**config.mk**
```make
export PLATFORM = sky130hd
export DESIGN_NAME = imsic_msi_arb
export DESIGN_NICKNAME = d
export VERILOG_FILES = /design/src/rtl/imsic_msi_arb_pkg.sv /design/src/rtl/imsic_msi_arb_oreg.sv /design/src/rtl/imsic_msi_arb.sv
export SDC_FILE = /design/constraint.sdc
export NUM_CORES = 1
export LEC_CHECK = 0
export CAP_MARGIN = 15
export CORE_ASPECT_RATIO = 1.5
export CORE_MARGIN = 4
export CORE_UTILIZATION = 36
export DETAILED_ROUTE_END_ITERATION = 10
export GPL_ROUTABILITY_DRIVEN = 0
export HOLD_SLACK_MARGIN = 0.15
export PLACE_DENSITY = 0.91
export REMOVE_ABC_BUFFERS = 1
export SYNTH_ARGS = -nofsm -noshare
export SYNTH_HDL_FRONTEND = slang
export SYNTH_SLANG_ARGS = --single-unit
```
**constraint.sdc**
```tcl
create_clock -name clk -period 1.8 [get_ports clk]
set_input_delay 0.18 -clock clk [delete_from_list [all_inputs] [get_ports clk]]
set_output_delay 0.18 -clock clk [all_outputs]
set_load 0.1 [all_outputs]
```
**src/rtl/imsic_msi_arb_pkg.sv**
```systemverilog
// Shared IMSIC definitions for the MSI write arbiter: holding-register FSM
// encodings and the default M-burst limit before a waiting S write is forced in.
package imsic_msi_arb_pkg;

  // Output register occupancy, tagged with the side that owns the held write.
  typedef enum logic [1:0] {
    IDLE   = 2'd0,
    HOLD_M = 2'd1,
    HOLD_S = 2'd2
  } arb_state_e;

  // Consecutive M grants tolerated while S is waiting (legal range 1..15).
  localparam int MAX_M_BURST_DEF = 4;

  // Width of the burst counter; sized to cover the full 1..15 range.
  localparam int BURST_CNT_W = 4;

endpackage

```
**src/rtl/imsic_msi_arb_oreg.sv**
```systemverilog
// One-entry registered output slot. Loads a new write whenever it is empty
// or is being drained in the same cycle, so it sustains one write per cycle.
module imsic_msi_arb_oreg #(
  parameter int AXI_ADDR_WIDTH = 32
) (
  input  logic                      clk,
  input  logic                      rstn,
  input  logic                      load,
  input  logic                      drain,
  input  logic [AXI_ADDR_WIDTH-1:0] in_addr,
  input  logic [31:0]               in_data,
  output logic                      load_en,
  output logic                      out_vld,
  output logic [AXI_ADDR_WIDTH-1:0] out_addr,
  output logic [31:0]               out_data
);

  logic                      vld_q,  vld_d;
  logic [AXI_ADDR_WIDTH-1:0] addr_q, addr_d;
  logic [31:0]               data_q, data_d;

  // Slot can take a new entry when empty, or when the held one leaves this cycle.
  assign load_en = !vld_q || drain;

  // Next-state of the slot: load wins, otherwise drain empties it, otherwise hold.
  always_comb begin
    // NOTE: every combinational output gets a default first so no path leaves it unassigned (no latch).
    vld_d  = vld_q;
    addr_d = addr_q;
    data_d = data_q;
    if (load) begin
      vld_d  = 1'b1;
      addr_d = in_addr;
      data_d = in_data;
    end else if (drain) begin
      vld_d  = 1'b0;
    end
  end

  // Slot registers; payload is cleared too so a reset never exposes a stale write.
  always_ff @(posedge clk or negedge rstn) begin
    // NOTE: sequential state uses non-blocking assignments so all flops update together at the edge.
    if (!rstn) begin
      vld_q  <= 1'b0;
      addr_q <= '0;
      data_q <= '0;
    end else begin
      vld_q  <= vld_d;
      addr_q <= addr_d;
      data_q <= data_d;
    end
  end

  assign out_vld  = vld_q;
  assign out_addr = addr_q;
  assign out_data = data_q;

endmodule

```
**src/rtl/imsic_msi_arb.sv**
```systemverilog
// MSI setipnum write arbiter between the M side and the S/VS side.
// M has priority, but after MAX_M_BURST consecutive M grants with S waiting,
// S is granted once. The chosen write is registered in a one-entry slot.
module imsic_msi_arb
  import imsic_msi_arb_pkg::*;
#(
  parameter int AXI_ADDR_WIDTH = 32,
  parameter int MAX_M_BURST    = MAX_M_BURST_DEF
) (
  input  logic                      clk,
  input  logic                      rstn,
  input  logic                      m_req_vld,
  input  logic [AXI_ADDR_WIDTH-1:0] m_req_addr,
  input  logic [31:0]               m_req_data,
  output logic                      m_req_rdy,
  input  logic                      s_req_vld,
  input  logic [AXI_ADDR_WIDTH-1:0] s_req_addr,
  input  logic [31:0]               s_req_data,
  output logic                      s_req_rdy,
  output logic                      out_wr,
  output logic                      out_sel_s,
  output logic [AXI_ADDR_WIDTH-1:0] out_waddr,
  output logic [31:0]               out_wdata,
  input  logic                      out_rdy,
  output logic                      arb_busy
);

  localparam logic [BURST_CNT_W-1:0] BURST_MAX = BURST_CNT_W'(MAX_M_BURST);

  arb_state_e               state_q, state_d;
  logic [BURST_CNT_W-1:0]   burst_cnt_q, burst_cnt_d;

  logic                      load_en;
  logic                      grant_m, grant_s;
  logic                      accept_m, accept_s, load;
  logic                      drain;
  logic [AXI_ADDR_WIDTH-1:0] sel_addr;
  logic [31:0]               sel_data;

  // Grant selection: S wins when alone or when M has used up its burst allowance.
  always_comb begin
    grant_s = s_req_vld && (!m_req_vld || (burst_cnt_q == BURST_MAX));
    grant_m = m_req_vld && !grant_s;
  end

  // Handshakes are masked during reset so nothing is accepted while rstn is low.
  assign m_req_rdy = rstn && load_en && grant_m;
  assign s_req_rdy = rstn && load_en && grant_s;
  assign accept_m  = m_req_vld && m_req_rdy;
  assign accept_s  = s_req_vld && s_req_rdy;
  assign load      = accept_m || accept_s;
  assign drain     = out_wr && out_rdy;
  assign sel_addr  = accept_s ? s_req_addr : m_req_addr;
  assign sel_data  = accept_s ? s_req_data : m_req_data;

  // Next FSM state and burst count, derived from this cycle's accept/drain.
  always_comb begin
    state_d     = state_q;
    burst_cnt_d = burst_cnt_q;
    if (accept_s) begin
      state_d     = HOLD_S;
      burst_cnt_d = '0;
    end else if (accept_m) begin
      state_d = HOLD_M;
      if (!s_req_vld)                burst_cnt_d = '0;
      else if (burst_cnt_q < BURST_MAX) burst_cnt_d = burst_cnt_q + 1'b1;
    end else if (drain) begin
      state_d = IDLE;
    end
  end

  // FSM and burst counter registers.
  always_ff @(posedge clk or negedge rstn) begin
    if (!rstn) begin
      state_q     <= IDLE;
      burst_cnt_q <= '0;
    end else begin
      state_q     <= state_d;
      burst_cnt_q <= burst_cnt_d;
    end
  end

  imsic_msi_arb_oreg #(
    .AXI_ADDR_WIDTH (AXI_ADDR_WIDTH)
  ) u_oreg (
    .clk      (clk),
    .rstn     (rstn),
    .load     (load),
    .drain    (drain),
    .in_addr  (sel_addr),
    .in_data  (sel_data),
    .load_en  (load_en),
    .out_vld  (out_wr),
    .out_addr (out_waddr),
    .out_data (out_wdata)
  );

  // The owning side of the held write comes straight from the FSM flop.
  assign out_sel_s = (state_q == HOLD_S);
  assign arb_busy  = out_wr;

endmodule

```
==> run_results.csv <==
group,metric,value,unit
outcome,status,"finished, violations left",
outcome,violations,"negative setup slack",
cts,clock_latency,320,ps
floorplanning,die-width,82.7,µm
finish,utilization,67.0,%
global_route,grt_overflow,0,
synth,synth-xor-area-share,0,%
sta,min_period,1850,ps
synth,synth_mux_area_share,0.374,%
cts,numCtsBuffers,9,
synth,yosysWarnings,0,
setup_path,crit_required,1620,ps
synth,yosys.area.top_type_share,58.9,%
power,ir_drop,894,µV
detailed_routing,drc,0,
floorplanning,initial_utilization,37.2,%
synth,synth_edf_count,0,
setup_path,worstPathArrival,1670,ps
synth,syn-cell-area,3010,µm²
synth,ys_top_cells_by_count,"nor2_1 (129), dfrtp_1 (71), o22ai_1 (64)",
cts,numClockSinks,71,
floorplanning,rows,40,
detailed_routing,drt-initial-drc-count,81,
synth,yosysUniqueCellTypes,26,
cts,h-tree-depth,3,
placed_design,io_buffers,201,
cts,clock-root-buffer,"clkbuf_16",
floorplanning,pin_count,202,
placed_design,dpl.hpwl,8060,µm
power,p_leak,2.35,nW
cts,clk_pin_slew,50,ps
detailed_routing,routedWlPerCell,16.9,µm
setup_path,end_kind,"output port",
sta,clock_skew,3.21,ps
global_route,grt_max_degree,45,
floorplanning,die_y,120,µm
synth,synthArstFlopShare,100,%
synth,syn_avg_cell_area,9.48,µm²
setup_path,cp_max_fo,3,
synth,yosys_register_bits,71,
global_route,grt_pass1_wl,16300,µm
detailed_routing,final_antenna_net_count,0,
sta,relSlewSlack,62.7,%
sta,fmax,540,MHz
finish,layout.nets,665,
sta,slew_viol_final,0,
power,powerDensity,1260,nW/µm²
detailed_routing,via_per_inst,5.06,
sta,period_share,103,%
global_route,grt_pass1_vias,3355,
setup_path,crit_type,"register to output port",
synth,synth_top_area_cell,"dfrtp_1",
setup_path,slowest_delay,380,ps
global_route,grt_use_total,21.6,%
synth,synth-main-ff-cell,"dfrtp_1",
sta,rsz0062_at_grt,"true",
synth,synth_top_family_by_area,"simple AND/OR/NAND/NOR gates",
setup_path,regToRegStartpoint,"burst_cnt_q[0]",
detailed_routing,via_count,3240,
sta,setup-violations-final,1,
setup_path,path_cells,"inv_2, ha_4, and3b_2, o2111ai_4, buf_12, inv_4, buf_12",
finish,num_antenna_cells,0,
cts,cts_max_path_buffers,2,
synth,synth_most_common_cell,"nor2_1",
setup_path,critPathLaunchType,"register",
setup_path,slowest_stage,"dfrtp_1",
sta,hold_viol_final,0,
sta,setup_ws,-52.6,ps
floorplanning,core,8110,µm²
finish,drive_gt1_share,21.5,%
global_route,antenna_found_initial,0,
floorplanning,die_area,9930,µm²
setup_path,worstSetupStartpoint,"burst_cnt_q[0]",
worst_hold_path,hp-class,"input pin to async pin",
synth,synthSimpleGateAreaFrac,18.8,%
synth,synthAdderAreaFrac,0.830,%
run,cap_violations,0,
detailed_routing,drt-total-wl,10800,µm
cts,cts_tree,"yes",
synth,ys_seq_area_share,58.9,%
synth,syn_inst,318,
synth,synth_compound_area_share,15.3,%
sta,setup_tns,-52.6,ps
setup_path,crit_top_cell,"buf_12",
sta,worst_pin_slew,560,ps
synth,synthTopCellsByArea,"dfrtp_1 (59%), nor2_1 (16%), o22ai_1 (13%), buf_8 (1.5%), buf_2 (1.2%)",
detailed_routing,drt-pass1-iter-count,4,
finish,area_growth,80.3,%
finish,fill_cells,641,
[sequential cells by signal, summed over array words and instances, names as in the netlist]
| name | count |
|---|---|
| burst_cnt_q | 4 |
| u_oreg.out_addr | 32 |
| u_oreg.out_vld | 1 |
| state_q | 2 |
| u_oreg.out_data | 32 |
[through the flow]
stage | instance area (µm²) | hold WS (ps) | std cells | worst slack (ps) | total power, mW
final | 5440 | 250 | 640 | -52.6 | 6.85
after global routing | 5440 | 244 | 640 | -110 | 7.11
after CTS | 5380 | 280 | 636 | -80.6 | 6.88
after detailed placement | 5010 | 17.0 | 614 | -33.2 | 5.23
after global placement | 5010 | 17.8 | 614 | 75.9 | 5.17
after floorplan | 2860 | -116 | 296 | -2770 | 4.26
[power breakdown]
part | internal [mW] | switching, mW
sequential | 1.86 | 0.152
clock | 1.01 | 0.587
combinational | 0.825 | 2.41
[layout by cell type, fill, tap and decap left out, types with 2 or more instances in the layout]
master	n
nor2_1	129
buf_4	83
dfrtp_1	71
clkdlybuf4s50_1	131
inv_1	2
inv_2	3
o22ai_2	3
a22o_1	2
clkbuf_16	9
buf_12	6
nand2_1	6
clkbuf_8	2
o22ai_1	61
o21ai_1	2
clkbuf_1	5
[per-layer routing]
metal  global-route usage [%]  vias up  share of wire [%]
met5                        0        -                  0
met4                     11.1        0                4.5
met3                     5.56       40                7.5
met2                     38.1      155                 52
met1                     22.8     1522                 36
li1                         -     1523                  -
[cell families (layout without fill, tap and decap cells)]
group	Yosys count	count (layout)
DFF	71	71
AOI/OAI and AO/OA	72	72
and+or+nand+nor	144	144
muxes	1	1
adders and majority gates	2	2
buffers and inverters	28	245
[final cells by class]
cell class              instances  area [µm²]  area share, %
clock buffers                  16         272           5.00
inverters                       6        25.0          0.460
multi-input cells             219        1120           20.6
flip-flops and latches         71        1780           32.7
well taps                     105         131           2.42
repair buffers                223        2110           38.8
[critical path, delay by kind of cell (launching register included)]
kind            cells  cell delay, ps
compound gates      1             230
fa+ha+maj           1             160
buf+inv             4             380
flops               1             380
simple gates        1             210
[final timing paths]
| path | to | slack, ps | cells past startpoint |
|---|---|---|---|
| setup / recovery | s_req_rdy | -50 | 7 |
| hold / removal | burst_cnt_q[2] | 250 | 2 |
| setup reg to reg | u_oreg.out_addr[2] | 50 | 7 |
| hold reg to reg | state_q[1] | 490 | 2 |
| max in group asynchronous | u_oreg.out_addr[8] | 780 | 3 |
| min in group clk | u_oreg.out_addr[24] | 430 | 3 |
[timing repair]
action | in CTS | in global routing
buffers inserted | 5 | 4
hold buffers | 1 | 0
resized for setup | 6 | 7
endpoints found under the hold margin | 71 | 0
pin swaps | 2 | 2
setup endpoints to repair | 22 | 66
gates cloned | 1 | 0
Note: power is estimated with default switching activity, not from simulation.
